**config.mk**
```make
export PLATFORM = sky130hd
export DESIGN_NAME = sonic_tx_gearbox_66_w
export DESIGN_NICKNAME = d
export VERILOG_FILES = /design/src/rtl/sonic_pcs_pkg.sv /design/src/rtl/sonic_sync_fifo.sv /design/src/rtl/sonic_tx_gearbox_66_w.sv
export SDC_FILE = /design/constraint.sdc
export NUM_CORES = 1
export LEC_CHECK = 0
export ABC_CLOCK_PERIOD_IN_PS = 6800
export BUFFER_PORTS_ARGS = -buffer_cell sky130_fd_sc_hd__buf_4
export CAP_MARGIN = 20
export CELL_PAD_IN_SITES_DETAIL_PLACEMENT = 1
export CELL_PAD_IN_SITES_GLOBAL_PLACEMENT = 2
export CORE_ASPECT_RATIO = 0.9
export CORE_UTILIZATION = 35
export DETAILED_ROUTE_END_ITERATION = 6
export HOLD_SLACK_MARGIN = 0.12
export PLACE_DENSITY = 0.63
export SLEW_MARGIN = 20
export SYNTH_ARGS = -nofsm -noshare
export SYNTH_HDL_FRONTEND = slang
export SYNTH_HIERARCHICAL = 1
export SYNTH_SLANG_ARGS = --single-unit
```
**constraint.sdc**
```tcl
create_clock -name clk -period 6.8 [get_ports clk]
set_input_delay 1.02 -clock clk [delete_from_list [all_inputs] [get_ports clk]]
set_output_delay 1.02 -clock clk [all_outputs]
set_load 0.02 [all_outputs]
```
**src/rtl/sonic_pcs_pkg.sv**
```systemverilog
// Shared 10GBASE-R PCS constants, block type and the payload scrambler helper
// used by the TX channel back end.
package sonic_pcs_pkg;

  typedef logic [65:0] block66_t;

  localparam logic [1:0]  SYNC_DATA  = 2'b10;
  localparam logic [1:0]  SYNC_CTRL  = 2'b01;
  localparam logic [7:0]  BT_IDLE    = 8'h1E;
  localparam block66_t    IDLE_BLOCK = {56'h0, BT_IDLE, SYNC_CTRL};
  localparam logic [57:0] SCRAM_SEED = 58'h3FF_FFFF_FFFF_FFFF;

  typedef struct packed {
    logic [57:0] state;
    logic [63:0] data;
  } scram_res_t;

  // Self-synchronous 1 + x^39 + x^58; state[0] holds the most recent output bit.
  function automatic scram_res_t scramble64(input logic [63:0] payload,
                                            input logic [57:0] state);
    scram_res_t  res;
    logic [57:0] s;
    logic        b;
    res = '0;
    s   = state;
    for (int i = 0; i < 64; i++) begin
      b           = payload[i] ^ s[38] ^ s[57];
      res.data[i] = b;
      s           = {s[56:0], b};
    end
    res.state = s;
    return res;
  endfunction

endpackage

```
**src/rtl/sonic_sync_fifo.sv**
```systemverilog
// Show-ahead synchronous FIFO with occupancy count; the head is only visible
// once the entry has been written, so there is no empty-FIFO bypass.
module sonic_sync_fifo #(
  parameter int WIDTH = 66,
  parameter int DEPTH = 8
) (
  input  logic                   clk,
  input  logic                   reset,
  input  logic                   push,
  input  logic [WIDTH-1:0]       wdata,
  input  logic                   pop,
  output logic [WIDTH-1:0]       rdata,
  output logic                   full,
  output logic                   empty,
  output logic [$clog2(DEPTH):0] count
);

  localparam int AW = $clog2(DEPTH);

  logic [WIDTH-1:0] mem_r [DEPTH];
  logic [AW-1:0]    wptr_r;
  logic [AW-1:0]    rptr_r;
  logic [AW:0]      count_r;
  logic             push_s;
  logic             pop_s;

  // Qualify requests so the storage can never over- or under-run.
  always_comb begin
    push_s = push && (count_r != (AW+1)'(DEPTH));
    pop_s  = pop && (count_r != '0);
  end

  // Storage array; contents are don't-care until written.
  always_ff @(posedge clk) begin
    if (push_s) begin
      mem_r[wptr_r] <= wdata;
    end
  end

  // Pointers and occupancy.
  always_ff @(posedge clk or posedge reset) begin
    if (reset) begin
      wptr_r  <= '0;
      rptr_r  <= '0;
      count_r <= '0;
    end else begin
      if (push_s) wptr_r <= wptr_r + AW'(1);
      if (pop_s)  rptr_r <= rptr_r + AW'(1);
      case ({push_s, pop_s})
        2'b10:   count_r <= count_r + (AW+1)'(1);
        2'b01:   count_r <= count_r - (AW+1)'(1);
        default: count_r <= count_r;
      endcase
    end
  end

  assign rdata = mem_r[rptr_r];
  assign full  = (count_r == (AW+1)'(DEPTH));
  assign empty = (count_r == '0);
  assign count = count_r;

endmodule

```
**src/rtl/sonic_tx_gearbox_66_w.sv**
```systemverilog
// TX back end: 66-bit block FIFO, payload scrambler, 66->DOUT_W gearbox, idle fill.
// Optional SONIC_TX_GEARBOX_STATS_EN adds pop/idle counters with stat_clr.
module sonic_tx_gearbox_66_w
  import sonic_pcs_pkg::*;
#(
  parameter int DOUT_W       = 40,
  parameter int FIFO_DEPTH   = 8,
  parameter int SCRAM_BYPASS = 0
) (
  input  logic              clk,
  input  logic              reset,
  input  logic              xcvr_tx_ready,
  input  logic [65:0]       din,
  input  logic              din_valid,
  output logic              din_ready,
  output logic [DOUT_W-1:0] dout,
  output logic              underflow
`ifdef SONIC_TX_GEARBOX_STATS_EN
  ,
  input  logic              stat_clr,
  output logic [31:0]       stat_blocks,
  output logic [31:0]       stat_idles
`endif
);

  localparam int BUF_W = 66 + DOUT_W;
  localparam int CNT_W = $clog2(BUF_W + 1);
  localparam int FCW   = $clog2(FIFO_DEPTH) + 1;

  block66_t          fifo_head_s;
  logic              fifo_full_s;
  logic              fifo_empty_s;
  logic [FCW-1:0]    fifo_count_s;
  logic [BUF_W-1:0]  buf_r;
  logic [BUF_W-1:0]  merged_s;
  logic [CNT_W-1:0]  cnt_r;
  logic [CNT_W-1:0]  cnt_next_s;
  logic [57:0]       scr_r;
  logic [57:0]       scr_next_s;
  scram_res_t        scr_res_s;
  block66_t          blk_raw_s;
  block66_t          blk_tx_s;
  logic              load_s;
  logic              pop_s;
  logic              idle_s;
  logic [DOUT_W-1:0] dout_r;
  logic              underflow_r;

  sonic_sync_fifo #(
    .WIDTH (66),
    .DEPTH (FIFO_DEPTH)
  ) u_fifo (
    .clk   (clk),
    .reset (reset),
    .push  (din_valid && !fifo_full_s),
    .wdata (din),
    .pop   (pop_s),
    .rdata (fifo_head_s),
    .full  (fifo_full_s),
    .empty (fifo_empty_s),
    .count (fifo_count_s)
  );

  assign din_ready = (fifo_count_s < FCW'(FIFO_DEPTH));

  // Block selection, scrambling and bit-buffer merge for this cycle.
  always_comb begin
    load_s    = (cnt_r < CNT_W'(DOUT_W));
    pop_s     = xcvr_tx_ready && load_s && !fifo_empty_s;
    idle_s    = xcvr_tx_ready && load_s && fifo_empty_s;
    blk_raw_s = fifo_empty_s ? IDLE_BLOCK : fifo_head_s;
    scr_res_s = scramble64(blk_raw_s[65:2], scr_r);
    if (SCRAM_BYPASS != 0) begin
      blk_tx_s   = blk_raw_s;
      scr_next_s = scr_r;
    end else begin
      blk_tx_s   = {scr_res_s.data, blk_raw_s[1:0]};
      scr_next_s = scr_res_s.state;
    end
    if (load_s) begin
      merged_s   = buf_r | (BUF_W'(blk_tx_s) << cnt_r);
      cnt_next_s = cnt_r + CNT_W'(66 - DOUT_W);
    end else begin
      merged_s   = buf_r;
      cnt_next_s = cnt_r - CNT_W'(DOUT_W);
    end
  end

  // Gearbox state; underflow is registered so it lines up with the first
  // dout word carrying the inserted idle block.
  always_ff @(posedge clk or posedge reset) begin
    if (reset) begin
      cnt_r       <= '0;
      buf_r       <= '0;
      dout_r      <= '0;
      underflow_r <= 1'b0;
      scr_r       <= SCRAM_SEED;
    end else if (!xcvr_tx_ready) begin
      cnt_r       <= '0;
      buf_r       <= '0;
      dout_r      <= '0;
      underflow_r <= 1'b0;
    end else begin
      cnt_r       <= cnt_next_s;
      buf_r       <= merged_s >> DOUT_W;
      dout_r      <= merged_s[DOUT_W-1:0];
      underflow_r <= idle_s;
      if (load_s) begin
        scr_r <= scr_next_s;
      end
    end
  end

  assign dout      = dout_r;
  assign underflow = underflow_r;

`ifdef SONIC_TX_GEARBOX_STATS_EN
  logic [31:0] stat_blocks_r;
  logic [31:0] stat_idles_r;

  // Saturating pop / idle counters; clear wins over a same-cycle increment.
  always_ff @(posedge clk or posedge reset) begin
    if (reset) begin
      stat_blocks_r <= 32'h0;
      stat_idles_r  <= 32'h0;
    end else if (stat_clr) begin
      stat_blocks_r <= 32'h0;
      stat_idles_r  <= 32'h0;
    end else begin
      if (pop_s && (stat_blocks_r != 32'hFFFF_FFFF)) stat_blocks_r <= stat_blocks_r + 32'h1;
      if (idle_s && (stat_idles_r != 32'hFFFF_FFFF)) stat_idles_r <= stat_idles_r + 32'h1;
    end
  end

  assign stat_blocks = stat_blocks_r;
  assign stat_idles  = stat_idles_r;
`endif

endmodule

```
-- Word-level counts from Yosys, hierarchy flattened
Memories as Yosys holds them, arrays and structs flattened.
Cells that the tools add are included.
- bits in writable memories: 528
- logic and storage cells: 173
- memories kept: 1
- input bits: 70
- register bits: 222
- output and inout port bits: 42
- memories (memory ; depth ; bits a word ; read ports ; clocked after memory_dff ; write ports ; RTL line ; source):
    u_fifo.mem_r ; 8 ; 66 ; 1 ; 0 ; 1 ; sonic_sync_fifo.sv:20 ; logic [WIDTH-1:0] mem_r [DEPTH];
- $add $sub $neg: 6
- muxes and demuxes: 10
- equality and inequality tests: 4
- reductions and logical operators: 12
- shifts and indexed selects: 1
- magnitude comparators: 2
- bitwise gates (word level): 129
- operators with widths (operator ; count):
    66-bit two-way mux ; 2
    1-bit bitwise XOR ; 128
    106-bit two-way mux ; 1
    106-bit OR ; 1
    66-bit by 7-bit << shifter with 106-bit output ; 1
    40-bit two-way mux ; 1
    7-bit two-way mux ; 2
    4-bit one-hot mux with 2 select lines ; 1
    7-bit by 5-bit adder with 7-bit output (second input constant) ; 1
    7-bit by 6-bit less-than comparator with 1-bit output (second input constant) ; 1
    7-bit by 6-bit subtractor with 7-bit output (second input constant) ; 1
    3-bit by 1-bit adder with 3-bit output (second input constant) ; 2
    1-bit logical AND ; 6
    4-bit by 1-bit adder with 4-bit output (second input constant) ; 1
    4-bit equality test (second input constant) ; 1
    4-bit zero test ; 1
    4-bit less-than comparator (second input constant) ; 1
    4-bit inequality test (second input constant) ; 1
    4-bit nonzero test ; 1
    4-bit by 1-bit subtractor with 4-bit output (second input constant) ; 1
    1-bit two-way mux ; 3
    2-bit by 1-bit equality test with 1-bit output (second input constant) ; 1
    2-bit equality test (second input constant) ; 1
    1-bit zero test ; 2
    2 further kinds ; 2

-- Depth between registers and ports, before layout
Gate-level depths: netlist (run 1).
- depth after elaboration: 10
- mapped depth: 17
- gate-level depth less buffers: 11

-- By module
The synthesis (run 1) kept the hierarchy.
- modules (own cells, without submodules) (module ; area an instance (sq um) ; instances ; cells an instance ; seq. area each (sq um)):
    sonic_sync_fifo ; 20434.6 ; 1 ; 831 ; 16105.4
    sonic_tx_gearbox_66_w ; 14811.7 ; 1 ; 1725 ; 4351.7

-- Least setup slack after synthesis (run 1)
OpenSTA, ideal clock, no wires.
- path type: input to register
- from: in din_valid
- to: mem u_fifo.mem_r[1][0] (enable)
- setup time: 0.571 ns
- stages: 3
- data required time: 6.229 ns
- arrival: 5.892 ns
- path buffers: 0
- path slack: 0.337 ns
- cells stage by stage: nor2b_1 nand3_1 nor3_1
- longest elaborated chain between the ends: 4
- ends and longest elaborated chain (what ; RTL line ; source):
    from (decl) ; sonic_tx_gearbox_66_w.sv:14 ; input logic din_valid,
    1-bit logical AND ; sonic_tx_gearbox_66_w.sv:55 ; .push (din_valid && !fifo_full_s),
    1-bit logical AND ; sonic_sync_fifo.sv:29 ; push_s = push && (count_r != (AW+1)'(DEPTH));
    1-bit two-way mux ; sonic_sync_fifo.sv:35 ; if (push_s) begin
    1-bit two-way mux (not written as such) ; sonic_sync_fifo.sv:36 ; mem_r[wptr_r] <= wdata;
    to (decl) ; sonic_sync_fifo.sv:20 ;
No other way between the ends.

-- Worst setup path in the final report (run 1)
- from: reg u_fifo.rptr_r[1]
- to: reg buf_r[28]
- longest elaborated chain between the ends: 10
- elaborated cells on any way between the ends: 134
- classes of those cells: shift (1); mux (3); bitwise (129); memory (1)
- ends and longest elaborated chain (what ; RTL line ; source):
    from (decl) ; sonic_sync_fifo.sv:22 ; logic [AW-1:0] rptr_r;
    from (signal assigned) ; sonic_sync_fifo.sv:48 ; if (pop_s) rptr_r <= rptr_r + AW'(1);
    memory 8 x 66 bit (*) ; -- ;
    net fifo_head_s[11] ; sonic_tx_gearbox_66_w.sv:30 ; block66_t fifo_head_s;
    66-bit two-way mux (*) ; sonic_tx_gearbox_66_w.sv:71 ; blk_raw_s = fifo_empty_s ? IDLE_BLOCK : fifo_head_s;
    1-bit bitwise XOR (*) (2 in series) ; sonic_pcs_pkg.sv:27 ; b = payload[i] ^ s[38] ^ s[57];
    1-bit bitwise XOR (2 in series) ; sonic_pcs_pkg.sv:27 ;
    66-bit by 7-bit << shifter with 106-bit output (*) ; sonic_tx_gearbox_66_w.sv:81 ; merged_s = buf_r | (BUF_W'(blk_tx_s) << cnt_r);
    106-bit OR (*) ; sonic_tx_gearbox_66_w.sv:81 ;
    106-bit two-way mux (*) ; sonic_tx_gearbox_66_w.sv:80 ; if (load_s) begin
    66-bit two-way mux (*) ; sonic_tx_gearbox_66_w.sv:98 ; end else if (!xcvr_tx_ready) begin
    to (signal assigned) ; sonic_tx_gearbox_66_w.sv:105 ; buf_r <= merged_s >> DOUT_W;
    to (decl) ; sonic_tx_gearbox_66_w.sv:34 ; logic [BUF_W-1:0] buf_r;
Mark *: on every way through the listed nets, which the timed path passes. The rest lies on a longest branch.
A chain may end at the register's enable or synchronous reset.

==> results of run 1 <==
-- placed cells by master, fill, tap and decap left out, types with 11 or more instances in the layout --
cell type and count:
edfxtp_1 528, nand2_1 212, buf_4 178, mux4_2 157, o21ai_0 132, nor2_1 124
dfrtp_1 115, mux2_2 94, clkbuf_16 83, a21oi_1 79, xnor2_1 70, mux2i_1 68
xor2_1 66, dfstp_2 58, nor3_1 46, nand3_1 35, and3_1 35, nor2b_1 30
inv_1 29, o211ai_1 28, nand2b_1 27, nor4_1 25, o22ai_1 24, a221oi_1 23
a211oi_1 22, xor3_1 19, a22o_1 19, a31oi_1 18, and2_1 18, a22oi_1 17
o221ai_1 16, clkbuf_1 15, clkinv_1 13, nor3b_1 13, clkinv_2 13, o41ai_1 12
a32oi_1 12, nand4_1 11, a221o_1 11
-- final cells by class --
class	count	area [sq um]
Clock buffer	99	2147
Clock inverter	44	467.9
Fill cell	10260	59530
Inverter	35	136.4
Multi-Input combinational cell	1637	13990
Sequential cell	709	20480
Tap cell	1344	1682
Timing Repair Buffer	187	1486
-- kinds of logic (layout without fill, tap and decap cells) --
kind of cell / Yosys count / after routing / synth area share
buf+inv: 210 / 365 / 0.02570
xor+xnor: 166 / 166 / 0.05318
compound gates: 510 / 510 / 0.09964
simple gates: 631 / 631 / 0.08651
mux: 321 / 321 / 0.1512
fa+ha+maj: 9 / 9 / 0.003408
flops: 709 / 709 / 0.5804
-- registers in the layout, summed over array words and instances, names as in the netlist --
signal         count
underflow          1
u_fifo/wptr_r      3
buf_r             66
cnt_r              6
u_fifo/mem_r     528
u_fifo/count       4
u_fifo/rptr_r      3
dout              40
scr_r             58
-- metrics by stage --
| stage | worst slack (ns) | util | hold WS (ns) |
|---|---|---|---|
| 5_1_grt | 1.618 | 0.4042 | 0.4541 |
| 6_report | 1.813 | 0.4042 | 0.4370 |
| 3_5_place_dp | 1.907 | 0.3780 | 0.4450 |
| 4_1_cts | 1.866 | 0.4042 | 0.4283 |
| 3_3_place_gp | 1.920 | 0.3779 | 0.4391 |
| 2_1_floorplan | 0.3372 | - | 0.4296 |
-- layer usage --
layer	wire length, um	track usage	share of wire	vias up
met5	27	0	0.00021	-
met4	3103	0.06515	0.025	4
met3	6714	0.04135	0.053	155
met2	58430	0.3955	0.46	705
met1	57570	0.3515	0.46	12700
li1	-	-	-	10170
-- worst min-delay path by stage --
stage	cells after the start	startpoint	end	slack, ns
after floorplan	2	buf_r[0]$_DFF_PP0_	dout[0]$_DFF_PP0_	0.43
final	2	reset	u_fifo/wptr_r[1]$_DFFE_PP0P_	0.44
after detailed placement	2	buf_r[30]$_DFF_PP0_	dout[30]$_DFF_PP0_	0.44
after CTS	2	reset	u_fifo/wptr_r[1]$_DFFE_PP0P_	0.43
after global placement	2	buf_r[24]$_DFF_PP0_	dout[24]$_DFF_PP0_	0.44
after global routing	2	reset	u_fifo/wptr_r[1]$_DFFE_PP0P_	0.45
==> results.md, run 1 <==
Detailed routing:
- Using the TritonRoute via totals, the vias-per-cell ratio works out to 5.854.
- After detailed routing, the number of remaining DRC violations is 0.
- The via total after detailed routing is 23740.
- After the first detailed-routing iteration, the DRC count stood at between 1500 and 2000.
- The remaining antenna violation count is 0.
- Before antenna repair, the detailed router went through 5 iterations.
- The final routed wire length divided by cell count is just over 30 um.
- The wire length after detailed routing is 125800 um.

Job:
- The number of violations of the max-capacitance limit is 0.

Synthesis:
- During synthesis, Yosys emitted a total of 6 warnings.
- The share of the Yosys chip area taken by registers is 0.5804.
- For this run, asynchronously set or reset flops after synthesis account for 0.2553.
- The number of nets in the synthesized netlist is 2635.
- For this run, the leading register cell type out of synthesis is edfxtp_1.
- The number of enable-type register cells in the synthesized netlist is 528.
- The share of synthesized area in the top cell type comes to 0.4498.
- The count of unique library cells instantiated by Yosys is 89.
- The biggest area contributor in the post-synthesis netlist is edfxtp_1.
- The cell area after synthesis is ~0.035 sq mm.
- Yosys instantiated no cell more often than edfxtp_1.
- In the post-synthesis netlist, the biggest area contributors are edfxtp_1 45%, mux4_2 10%, dfrtp_1 8.7%.
- The count of mapped cells out of synthesis is roughly 2600.
- The mean instance size in the synthesized netlist is 13.79 sq um.
- The post-synthesis sequential element count is 709.
- Counting instances in the post-synthesis netlist gives the leading cell types as 528 x edfxtp_1, 212 x nand2_1, 157 x mux4_2, 133 x nor2_1, 132 x o21ai_0.

Setup path:
- The number of cell instances on the worst register-to-register path is 10.
- The critical path is of the register to register type.
- The largest fanout of any net on the critical path is 60.
- The start point of the critical path is u_fifo/rptr_r[1]$_DFFE_PP0P_.
- The signal arrival time at the worst endpoint is 5.51 ns.
- In this run the register-to-register setup slack is 1.81 ns.
- Together, buffers and inverters on the worst path number 1.
- The data required time of the worst path is between 7 and 8 ns.
- The kind of cell with the highest combined delay on the critical path is multiplexers.
- The cell depth of the worst setup path is 10.
- The type of destination of the critical path is a register.
- Traced cell by cell, the critical path runs through buf_12 -> mux4_2 -> mux2_2 -> xnor2_1 -> nor2_1 -> xnor2_1 -> mux2i_1 -> mux4_2 -> a22oi_1 -> o31ai_1.
- Among all stages on the critical path, the largest delay is contributed by dfrtp_4.
- On the worst path, the slowest cell contributes a delay of 0.99 ns.
- The launch instance of the worst register-to-register path is u_fifo/rptr_r[1]$_DFFE_PP0P_.
- Following the worst setup path forward leads to its endpoint at buf_r[28]$_DFF_PP0_.
- The worst register-to-register path ends at buf_r[28]$_DFF_PP0_.
- The worst setup path is launched from a register.

Clock network:
- TritonCTS built the clock tree.
- The CTS H-tree depth is 3.
- The largest buffer count on any clock path is 3.
- The sink count of the clock tree is 709.
- The clock insertion delay at the later pin of the skew report is ~0.66 ns.
- Buffers added to address setup during post-CTS repair amount to 0.
- The post-CTS resize count is 0.
- Clock tree synthesis inserted a total of 80 buffers.
- Clock-pin slew was measured on the worst setup and hold paths at 0.06 ns.
- Buffers inserted to repair hold after CTS numbered 0.
- The root buffer cell chosen for the clock tree is clkbuf_16.

Final layout:
- After the last flow step, the layout net total stands at between 2000 and 3000.
- The number of antenna repair diodes is 0.
- In the final layout, the share of cells above drive strength 1 is 0.2446.
- The finished cells cover 0.04039 sq mm.
- From synthesis to final layout, the design area changed by 14.59%.
- The finished layout holds 4055 standard cells, fillers aside.

Global routing:
- Global routing finished with a remaining overflow of 0.
- The overall routing resource usage is 0.2482.
- The number of antenna violations at the first check in global routing is 3.
- The first global-routing pass estimated about 180000 um of wire.
- The via count of the first global-routing pass is 24530.
- The pin count of the biggest net entering global routing is 114.

Timing:
- The number of hold violations in the final report is 0.
- The maximum clock rate is 200.5 MHz.
- The actual slew at the worst max-slew pin is 1.254 ns.
- The total count of max-transition violations in the final report is 0.
- Dividing the final minimum period by the clock period gives 0.7333.
- After routing, the total negative slack on setup checks comes to 0 ns.
- Clock skew on the completed layout was measured at 0.03054 ns.
- Measured against its own limit, the worst slew margin works out to 0.1640.
- Setup repair after global routing left no endpoint under its margin.
- The final period demand of the worst path is approximately 5.0 ns.
- The total setup violations reported at the end of the flow is 0.

Placed design:
- Once placement completed, the tool counted placed cells totaling 3912.
- At the end of routability-driven placement, the weighted congestion stood at 0.9483.
- The placed instance area is 0.03777 sq mm.
- Detailed placement ended at an HPWL of 88800 um.
- In this run the tool buffered the top-level ports with 111 buffer cells.

Floorplan:
- The floorplan step set the die height to 303.1 um.
- After floorplanning, the core was sized to cover between 0.09 and 0.1 sq mm.
- Pin placement for this block handled 112 I/O pins.
- The initial core utilization is 0.3527.
- The initialized floorplan defines 110 standard-cell rows.
- From left edge to right edge, the die measures between 300 and 400 um.
- The floorplan step defined a die boundary enclosing about 0.1 sq mm.

Hold path:
- The path class of the lowest-slack min-delay path is input pin to async pin.

Status:
- The run finished with clean final reports.
Power of run 1 is not shown: default switching activity piles up to over one toggle a cycle in this logic, so the estimate is an artifact.
==> run 2, diff against run 1 <==
- ABC_CLOCK_PERIOD_IN_PS: 6800 -> 4200
- PLACE_DENSITY: 0.63 -> 0.66
- clock period: 6.8 -> 4.2 ns (I/O delays scaled with it)
==> results.md, run 2 (same netlist as run 1, synthesis figures left out) <==
Status:
- The flow ran to the end, and the final reports show no timing, DRC or antenna violations.

Clock network:
- The CTS H-tree depth is 3.
- In this run the deepest clock path goes through 3 buffers.
- The sink count of the clock tree is 709.
- TritonCTS created between 70 and 80 clock buffers.
- The clock reaches the later pin of the worst-skew pair after 0.67 ns.
- The TritonCTS clock tree is built.
- Clock-pin slew was measured on the worst setup and hold paths at approximately 0.060 ns.
- The library cell used as clock root buffer is clkbuf_16.

Detailed routing:
- In the routed layout, each cell is associated on average with a via count of 5.781.
- The routed design has 124800 um of wire.
- For this block, the initial DRC count from the detailed router was between 2000 and 2500.
- For this block, the via count after detailed routing is between 20000 and 25000.
- The detailed-route DRC error count is 0.
- The remaining antenna violation count is 0.
- The final routed wire length divided by cell count is 29.86 um.
- The detailed-router iteration count before antenna repair is 7.

Timing:
- The actual slew at the worst max-slew pin is 1.047 ns.
- The aggregate negative setup slack is 0 ns.
- The total count of max-transition violations in the final report is 0.
- Setup repair after global routing left no endpoint under its margin.
- The final worst hold slack is roughly 0.20 ns.
- The number of hold violations in the final report is 0.
- The total setup violations reported at the end of the flow is 0.
- The maximum clock rate is 243.5 MHz.
- The setup skew after layout is 0.03540 ns.
- Subtracting the final worst setup slack from the clock period gives 4.107 ns.
- Of the available clock period, the critical path in the final layout requires 0.9779.
- The headroom to the max-slew limit is 0.2996.

Global routing:
- The number of antenna violations at the first check in global routing came to 0.
- The final global-route overflow total is 0.
- The via count of the first global-routing pass came to between 20000 and 25000.
- The pin count of the biggest net entering global routing is 84.
- The first global-routing pass estimated 180600 um of wire.
- For this run, the total global-route usage over all layers was measured as 0.2463.

Setup path:
- For the worst setup path, the data required time is 4.71 ns.
- The critical path is of the register to register type.
- The worst setup path is launched from a register.
- STA classifies the critical path endpoint as a register.
- Along the worst path, the maximum fanout reaches 35.
- The signal arrival time at the worst endpoint is 4.62 ns.

Final layout:
- Leaving out filler cells and counting taps, the final layout contains 4180.
- Ranked by flip-flop count, first place goes to u_fifo/mem_r.
- The largest registers in the layout are u_fifo/mem_r: 528 flops, buf_r: 66 flops, scr_r: 58 flops.
- Summing all flip-flop and latch instances after layout gives 0.02048 sq mm.
- From synthesis to final layout, the design area changed by 18.18%.
- Leaving out fill and tap cells, the most frequent cell in the layout is edfxtp_1.
- The fraction of layout cells with a size suffix above 1 is 0.2776.
- The count of fill cells added during filler insertion is between 10000 and 15000.
- In the layout the commonest cells are 528 x edfxtp_1, 279 x buf_4, 212 x nand2_1, 157 x mux4_2, 132 x o21ai_0.
- The flip-flop count of the largest register, all copies and words added is 528.
- The layout net count is approximately 2800.
- The area used by multi-input combinational logic is 0.01401 sq mm.

Placed design:
- The number of buffer cells added on primary ports is around 110.
- The placed wire-length estimate is around 90000 um.
- The routability congestion estimate from global placement is slightly below 1.
- The instance count after placement with tap cells included is 4029.

Floorplan:
- The I/O pin total is 112.
- The floorplan step set the die width to 336.5 um.
- The total die area is 0.1020 sq mm.
- The number of rows created at floorplan is 110.
- The initial core utilization is 0.3527.
- The area of the core region is 0.09992 sq mm.
- The die height is 303.1 um.

Job:
- Max-cap violations in this run came to 0.

Hold path:
- The path class of the tightest hold or removal check is input pin to register.
==> run 2: final cells by class <==
type / count / share of cell area
sequential: 709 / 0.4917
clock inverter: 47 / 0.01298
timing repair buffer: 306 / 0.06302
antenna: 1 / 0.00006008
tap: 1344 / 0.04037
multi-input combinational: 1637 / 0.3364
inverter: 35 / 0.003274
clock buffer: 101 / 0.05218
==> run 2: path summary, 6_finish.rpt <==
kind | start | endpoint | slack [ns] | depth (start not counted)
worst max-delay path | u_fifo/rptr_r[1]$_DFFE_PP0P_ | buf_r[30]$_DFF_PP0_ | 0.09 | 12
worst min-delay path | din[48] | u_fifo/mem_r[5][48]$_DFFE_PP_ | 0.20 | 1
worst max register to register | u_fifo/rptr_r[1]$_DFFE_PP0P_ | buf_r[30]$_DFF_PP0_ | 0.09 | 12
worst min register to register | buf_r[5]$_DFF_PP0_ | dout[5]$_DFF_PP0_ | 0.45 | 2
max in group asynchronous | reset | cnt_r[3]$_DFF_PP0_ | 2.60 | 4
min in group asynchronous | reset | u_fifo/rptr_r[0]$_DFFE_PP0P_ | 0.60 | 3
==> run 2: per-stage QoR <==
step	setup WS, ns	instance area (sq um)	utilization
floorplan	-0.1475	35270	-
global placement	0.008709	38870	0.3890
detailed placement	-0.03216	38870	0.3890
CTS	0.06085	41600	0.4163
global route	0.004580	41650	0.4168
finish	0.09277	41650	0.4169
==> run 2: critical path, stage by stage, from the launching register on <==
cell,delay [ns]
dfrtp_4,0.58
buf_12,0.25
buf_4,0.20
mux4_2,0.29
mux2_2,0.39
xnor2_1,0.27
nor2_1,0.09
xnor2_1,0.72
o21a_1,0.21
a221oi_1,0.09
buf_4,0.21
o32ai_1,0.42
o22ai_1,0.16
==> run 2: what timing repair did <==
action,4_1_cts,5_1_grt
hold buffers,1,0
resized for setup,1,8
buffers inserted,0,1
cloned,0,0
hold endpoints to repair,10,0
endpoints found under the setup margin,4,12
==> run 2: routing by layer <==
| layer | vias to the layer above | track usage | share of wire |
|---|---|---|---|
| li1 | 10400 | - | - |
| met1 | 12800 | 0.3507 | 0.45 |
| met2 | 794 | 0.3886 | 0.46 |
| met3 | 167 | 0.03828 | 0.061 |
| met4 | 0 | 0.07392 | 0.028 |
| met5 | - | 0 | 0 |
Power of run 2 is left out for the same reason.
